### src/rtl/rvb_bfxp_pipe.sv
// Elastic-pipelined bit-field extract-and-place unit.
// Slot 0 holds the extracted field; later slots hold the placed result.
module rvb_bfxp_pipe #(
  parameter int XLEN   = 32,
  parameter int STAGES = 2
) (
  input  logic                     clock,
  input  logic                     reset,
  input  logic                     din_valid,
  output logic                     din_ready,
  input  logic [XLEN-1:0]          din_rs1,
  input  logic [XLEN-1:0]          din_rs2,
  input  logic [$clog2(XLEN)-1:0]  din_start,
  input  logic [$clog2(XLEN):0]    din_len,
  input  logic [$clog2(XLEN)-1:0]  din_dest,
  input  logic                     din_sext,
  output logic                     dout_valid,
  input  logic                     dout_ready,
  output logic [XLEN-1:0]          dout_rd
);

  localparam int SW = $clog2(XLEN);
  localparam int LW = SW + 1;
  localparam logic [XLEN-1:0] ONE      = {{(XLEN-1){1'b0}}, 1'b1};
  localparam logic [XLEN-1:0] ALL_ONES = {XLEN{1'b1}};
  localparam logic [LW-1:0]   LEN_MAX  = LW'(XLEN);

  function automatic logic [XLEN-1:0] len_mask(input logic [LW-1:0] len);
    if (len >= LEN_MAX) begin
      return ALL_ONES;
    end else begin
      return (ONE << len) - ONE;
    end
  endfunction

  function automatic logic [XLEN-1:0] place(
    input logic [XLEN-1:0] rs1,
    input logic [XLEN-1:0] f,
    input logic [LW-1:0]   len,
    input logic [SW-1:0]   dest,
    input logic            sext
  );
    logic [XLEN-1:0] m;
    logic [XLEN-1:0] s;
    logic [LW-1:0]   lm1;
    logic            sign;
    m   = len_mask(len);
    lm1 = len - {{(LW-1){1'b0}}, 1'b1};
    if (len == {LW{1'b0}}) begin
      sign = 1'b0;
    end else begin
      sign = f[lm1[SW-1:0]];
    end
    s = sign ? (f | ~m) : f;
    if (sext) begin
      return (rs1 & ~(ALL_ONES << dest)) | (s << dest);
    end else begin
      return (rs1 & ~(m << dest)) | (f << dest);
    end
  endfunction

  logic [STAGES-1:0] valid;
  logic [STAGES-1:0] take;
  logic [LW-1:0]     len_c;
  logic [XLEN-1:0]   field;

  logic [XLEN-1:0]   s0_rs1;
  logic [XLEN-1:0]   s0_field;
  logic [LW-1:0]     s0_len;
  logic [SW-1:0]     s0_dest;
  logic              s0_sext;
  logic [XLEN-1:0]   placed;

  // A slot can take new contents when it is empty or its occupant moves on.
  always_comb begin
    logic chain;
    take  = '0;
    chain = dout_ready;
    for (int k = STAGES-1; k >= 0; k--) begin
      take[k] = chain | ~valid[k];
      chain   = take[k];
    end
  end

  assign din_ready  = ~reset & take[0];
  assign dout_valid = valid[STAGES-1];

  assign len_c  = (din_len > LEN_MAX) ? LEN_MAX : din_len;
  assign field  = (din_rs2 >> din_start) & len_mask(len_c);
  assign placed = place(s0_rs1, s0_field, s0_len, s0_dest, s0_sext);

  // Valid bits for every slot.
  always_ff @(posedge clock or posedge reset) begin
    if (reset) begin
      valid <= '0;
    end else begin
      if (take[0]) valid[0] <= din_valid;
      for (int k = 1; k < STAGES; k++) begin
        if (take[k]) valid[k] <= valid[k-1];
      end
    end
  end

  // Slot 0 payload, loaded only on an input transfer.
  always_ff @(posedge clock or posedge reset) begin
    if (reset) begin
      s0_rs1   <= '0;
      s0_field <= '0;
      s0_len   <= '0;
      s0_dest  <= '0;
      s0_sext  <= 1'b0;
    end else if (take[0] && din_valid) begin
      s0_rs1   <= din_rs1;
      s0_field <= field;
      s0_len   <= len_c;
      s0_dest  <= din_dest;
      s0_sext  <= din_sext;
    end
  end

  generate
    if (STAGES == 1) begin : g_one
      assign dout_rd = placed;
    end else begin : g_multi
      logic [XLEN-1:0] rd_q [1:STAGES-1];

      // Result slots; data moves only with a valid occupant so it holds when empty.
      always_ff @(posedge clock or posedge reset) begin
        if (reset) begin
          for (int k = 1; k < STAGES; k++) rd_q[k] <= '0;
        end else begin
          if (take[1] && valid[0]) rd_q[1] <= placed;
          for (int k = 2; k < STAGES; k++) begin
            if (take[k] && valid[k-1]) rd_q[k] <= rd_q[k-1];
          end
        end
      end

      assign dout_rd = rd_q[STAGES-1];
    end
  endgenerate

endmodule

### config.mk
export PLATFORM = sky130hd
export DESIGN_NAME = rvb_bfxp_pipe
export DESIGN_NICKNAME = d
export VERILOG_FILES = /design/src/rtl/rvb_bfxp_pipe.sv
export SDC_FILE = /design/constraint.sdc
export NUM_CORES = 1
export LEC_CHECK = 0
export ABC_AREA = 1
export CAP_MARGIN = 10
export CELL_PAD_IN_SITES_DETAIL_PLACEMENT = 1
export CELL_PAD_IN_SITES_GLOBAL_PLACEMENT = 1
export CORE_MARGIN = 2
export CORE_UTILIZATION = 40
export CTS_CLUSTER_DIAMETER = 40
export CTS_CLUSTER_SIZE = 30
export DETAILED_ROUTE_END_ITERATION = 6
export GPL_TIMING_DRIVEN = 0
export MAX_ROUTING_LAYER = met4
export PLACE_DENSITY = 0.92
export REMOVE_ABC_BUFFERS = 1
export SLEW_MARGIN = 30
export SYNTH_ARGS = -nofsm -noshare
export SYNTH_HDL_FRONTEND = slang
export SYNTH_SLANG_ARGS = --single-unit
### constraint.sdc
create_clock -name clock -period 9.8 [get_ports clock]
set_input_delay 1.47 -clock clock [delete_from_list [all_inputs] [get_ports clock]]
set_output_delay 1.47 -clock clock [all_outputs]
set_load 0.05 [all_outputs]
# --- Word-level counts from Yosys, hierarchy flattened ---
# Index checks and enable logic that the tools add are counted.
totals:
  elab_cells: 48
  inputBits: 85
  output_inout_bits: 34
  ff_bits: 110
op_classes:
  muxes: 8
  add_sub_neg: 3
  shift: 7
  order_cmp: 4
  n_reduce_logical: 3
  bitwise: 15
op_table:
  columns: ["cell", "n"]
  rows:
  - ["2-to-1 mux 32 bit", 4]
  - ["bitwise AND 32 bit", 3]
  - ["NOT 32 bit", 3]
  - ["OR 32 bit", 3]
  - ["left shift 32 x 5 -> 32 bit", 3]
  - ["left shift 1 x 6 -> 32 bit (first input constant)", 2]
  - ["subtractor 32 x 1 -> 32 bit (second input constant)", 2]
  - ["left shift 32 x 5 -> 32 bit (first input constant)", 1]
  - [">> shifter 32 x 5 -> 32 bit", 1]
  - ["greater-or-equal comparator 6 bit (second input constant)", 2]
  - ["> comparator 6 bit (second input constant)", 1]
  - ["logical NOT 6 bit", 1]
  - ["less-than comparator 5 x 6 -> 1 bit (second input constant)", 1]
  - ["2-to-1 mux 6 bit", 1]
  - ["binary-select mux 1 bit (select 5 bit)", 1]
  - ["subtractor 5 x 1 -> 5 bit (second input constant)", 1]
  - ["NOT 1 bit", 3]
  - ["logical AND 1 bit", 2]
  - ["2-to-1 mux 1 bit", 2]
  - ["OR 1 bit", 2]
  - ["bitwise AND 1 bit", 1]

# --- Depth between registers and ports, before layout ---
logic_depth:
  word_depth: 9
  depth_mapped: 29
  depth_no_buf: 26

# --- Least setup slack after synthesis ---
# Ideal clock, no wire load.
synth_timing:
  path_type: "in2out"
  from: "input reset"
  to: "output din_ready"
  setup_slack_ns: 4.040
  cell_stages: 3
  required_ns: 8.330
  t_arrival_ns: 4.290
  cell_sequence: "inv_1 nand2_1 inv_1"
synth_between:
  elab_chain_cells: 2
synth_rtl:
  columns: ["item", "line", "rtl"]
  rows:
  - ["from (decl)", "8", "input logic reset,"]
  - ["NOT 1 bit", "85", "assign din_ready = ~reset & take[0];"]
  - ["bitwise AND 1 bit", "85", null]
  - ["to (decl)", "10", "output logic din_ready,"]
# Every way passes these cells.

# --- Final worst setup path ---
layout_timing:
  from: "register s0_len[0]"
  to: "register g_multi.rd_q, in the netlist dout_rd[29]"
layout_between:
  elab_chain_cells: 9
  elab_cells_between_ends: 19
layout_rtl:
  columns: ["item", "line", "rtl"]
  rows:
  - ["from (decl)", "69", "logic [LW-1:0] s0_len;"]
  - ["from (signal assigned)", "115", "s0_len <= len_c;"]
  - ["left shift 1 x 6 -> 32 bit", "32", "return (ONE << len) - ONE;"]
  - ["subtractor 32 x 1 -> 32 bit", "32", null]
  - ["2-to-1 mux 32 bit", "29", "if (len >= LEN_MAX) begin"]
  - ["NOT 32 bit", "54", "s = sign ? (f | ~m) : f;"]
  - ["OR 32 bit", "54", null]
  - ["2-to-1 mux 32 bit", "54", null]
  - ["left shift 32 x 5 -> 32 bit", "56", "return (rs1 & ~(ALL_ONES << dest)) | (s << dest);"]
  - ["OR 32 bit", "56", null]
  - ["2-to-1 mux 32 bit *", "55", "if (sext) begin"]
  - ["to (signal, indexed assignment)", "134", "if (take[k] && valid[k-1]) rd_q[k] <= rd_q[k-1];"]
  - ["to (decl)", "125", "logic [XLEN-1:0] rd_q [1:STAGES-1];"]
# Every way passes the cells marked *; elsewhere a longest branch is shown, timed or not. The select of a mux whose other input is x is not followed.
# A chain may end at the register's enable or synchronous reset.

==> impl_results.md <==
* Run status: completed
* Most common cell after layout, fill and taps aside: nand2_1
* Clk_lat worst skew at about 0.40 ns
* First-pass GRT wire length at roughly 100 mm
* Share of total power in sequential cells at 21.5%
* Via density at 6.09
* Count of unique library cells instantiated by Yosys at 51
* DPL Wire Length at roughly 50 mm
* Clock Skews at roughly 0.014 ns
* Inserted Diodes at 0
* Peak VDD IR at approximately 0.15 mV
* Final std cells w/o fill at 3011
* Synth Flop Type: dfrtp_1
* RSZ-0062 raised after global routing: no
* Critical path class: reg -> reg
* Avg Cell Area, Syn at ~5.4 sq um
* Maximum root-to-sink buffer count at 2
* #FFs+latches synth at 110
* CTS clk-pin slew, worst paths at around 0.080 ns
* FFs w/ async S/R, synth at 100%
* Final global-route overflow total at 0
* DIE WIDTH at 190 um
* Drt total wl at between 60 and 70 mm
* Vias in the first global route at 18100
* Initial antenna violation count at 0
* Fin. Hold Viols at 0
* Post-cts resize count at 0
* Max Cap Viol at 0
* Crit path arrival time at between 5 and 6 ns
* Hold Slack at 0.490 ns
* Highest achievable clock rate at slightly below 200 MHz
* Pin count of the biggest net entering global routing at approximately 80
* Post-synth EDFFs at 0
* Worst path required time at 10.13 ns
* Most frequent cells in the layout: nand2_1, nand3_1, nor2_1
* Combinational family with the most area after synthesis: simple AND/OR/NAND/NOR gates
* Synthesis Warnings at 0
* Boundary Pins at 119
* Post-DR wirelength/cell at 21.5 um
* Slew margin rel. at between 30% and 40%
* Final setup vio count at 0
* Post-CTS Hold Buffers at 0
* Drt first pass iters at 5
* Proportion of layout cells with a drive suffix above 1 at ~4.1%
* Antenna viol nets, final at 0
* Die ar. at roughly 36000 sq um
* Mapped Cells at ~2600
* Pwr dens at ~210 nW/um^2
* H-tree lvl count at 3
* Post-Route Setup TNS at 0 ns
* Worst hold path class: reg -> reg
* Compound-Gate Fraction of Synth Area at around 16%
* Gp weighted congestion at ~1.0
* Slew Limit Fails at 0
* CORE AREA at about 34000 sq um
* P_int at around 0.0014 W
* Logic pwr share at between 60% and 70%
* Rows at 68
* Post-layout util at 45.2%
* Placed cells at 2995
* IO buf count at 118
* Die extent in y at ~190 um
* Initial DRC Count at approximately 2000
* Sw Pwr at ~0.0019 W
* Min cycle time layout at slightly above 5 ns
* Final net count at 2644
* Syn-to-layout area delta at 11.8%
* Worst Reg2Reg Path Length in Cells at 18
* Sink Count at 110
* Vias at ~18000
* TritonCTS Buffers at 9
* Area share of and/or/nand/nor cells after synthesis at ~52%
* Synth Area in XOR/XNOR at less than 1%
* Postcts setup bufs at 0
* Synth Area in Adders at less than 1%
* Critical Path Fanout Max at 21
* Residual DRC at 0
* TritonCTS clock tree: built
* Cell leakage power at about 7.8 nW
* Fillers at ~5000
* Mux contribution to synthesized area at 1.58%
* Post-Syn Area at 13900 sq um
* Hold Crit Depth at 2
* Share of the yosys chip area belonging to registers at 19.8%
* Clock power frac at a little over an eighth
* Switching Fraction at approximately 57%
* Initial Util at between 40% and 50%
* Clk root buf: clkbuf_16
* Crit path launch type: flip-flop
* Gr usage total at between 30 and 40%
* DP Worst Slack at 4.36 ns
* Crit share post-route at 51.4%
* Slew @ Worst Pin at 0.939 ns
* Worst setup margin at ~4.8 ns
* Crit end category: flip-flop
-- through the flow --
stage / area (sq um) / total power (W)
final: 15500 / 0.00328
after floorplan: 13200 / 0.00198
after global routing: 15500 / 0.00347
after detailed placement: 15200 / 0.00277
after global placement: 14900 / 0.00267
after CTS: 15500 / 0.00321
-- worst paths after layout --
path	from	slack, ns	endpoint
worst min-delay path	s0_rs1[0]	0.49	s0_rs1[0]
worst max-delay path	s0_len[0]	4.76	dout_rd[29]
min in group asynchronous	reset	1.45	s0_rs1[18]
max in group asynchronous	reset	7.63	s0_dest[0]
worst max register to register	s0_len[0]	4.76	dout_rd[29]
worst min register to register	s0_rs1[0]	0.49	s0_rs1[0]
-- worst max-delay path, cell delays in order, from the launching register on --
cell	delay, ns
dfrtp_1	0.79
inv_2	0.34
ha_1	0.44
nand3_2	0.51
ha_1	0.30
nand3_1	0.14
inv_1	0.10
nand2_1	0.17
o21ai_0	0.63
nand4_1	0.37
nand3_1	0.20
nand3_1	0.10
nand3_1	0.15
nand3_1	0.14
nand3_1	0.14
nand3_1	0.16
nand2_1	0.12
nand2_1	0.06
nand2_1	0.08
-- synthesized netlist by cell type (2+ instances only) --
cell	n	area share, %
nand3b_1	11	0.59
nor4_1	3	0.13
nor2_1	230	6.2
nand4_1	15	0.67
o31ai_1	7	0.38
nand3_2	5	0.36
a21oi_1	107	3.9
a32o_1	3	0.22
nand2_1	944	25
a221oi_1	6	0.38
o21ai_1	22	0.79
nor2_4	8	0.65
inv_2	12	0.32
buf_4	10	0.54
buf_2	32	1.2
ha_1	8	0.72
buf_6	8	0.65
o2111ai_1	3	0.19
or2_2	3	0.13
buf_1	26	0.70
o211ai_1	19	1.0
a31oi_1	18	0.81
o21ai_0	194	7.0
dfrtp_1	110	20
a211oi_1	4	0.22
clkinv_1	3	0.081
clkbuf_1	77	2.1
xor2_1	3	0.19
mux2i_1	22	1.6
o221ai_1	2	0.13
o22ai_1	9	0.40
a22oi_1	3	0.16
o21bai_1	3	0.16
o32ai_1	5	0.31
nor2_2	16	0.72
inv_1	150	4.0
nand2_2	8	0.36
nand3_1	437	16
nor3_1	7	0.25
-- layer usage --
metal  wire (um)  vias up  GRT usage (%)
li1            -     8447              -
met1       27000     8822           46.5
met2       28900      886           56.5
met3        5980      197           8.52
met4        2750        0           15.2
met5           0        -              -
-- flip-flops by register name, summed over array words and instances, names as in the netlist --
name	count
s0_field	32
dout_rd	32
s0_dest	5
s0_len	6
s0_sext	1
s0_rs1	32
valid	2
-- logic make-up (layout without fill, tap and decap cells) --
kind of cell,count (synthesis),count (layout)
adder cells (fa/ha/maj),8,8
AO/OA/AOI/OAI,411,411
buffers and inverters,319,310
XOR/XNOR,3,3
AND/OR/NAND/NOR,1692,1692
flip-flops,110,110
multiplexers,22,22
-- power groups by stage --
stage                     registers, W  clock network (W)  logic, W
after floorplan               0.000882                  0   0.00110
after global placement        0.000720                  0   0.00195
after detailed placement      0.000704                  0   0.00206
after CTS                     0.000698           0.000436   0.00208
after global routing          0.000714           0.000448   0.00231
final                         0.000705           0.000430   0.00214
-- area by class of cell --
class / count / area, sq um / area share [%]
inverter: 166 / 643 / 4.14
clock inverter: 7 / 109 / 0.701
multi-input combinational: 2136 / 9850 / 63.4
tap: 455 / 569 / 3.66
timing repair buffer: 128 / 1370 / 8.83
sequential: 110 / 2770 / 17.8
clock buffer: 9 / 225 / 1.45
(Power assumes the default switching activity.)
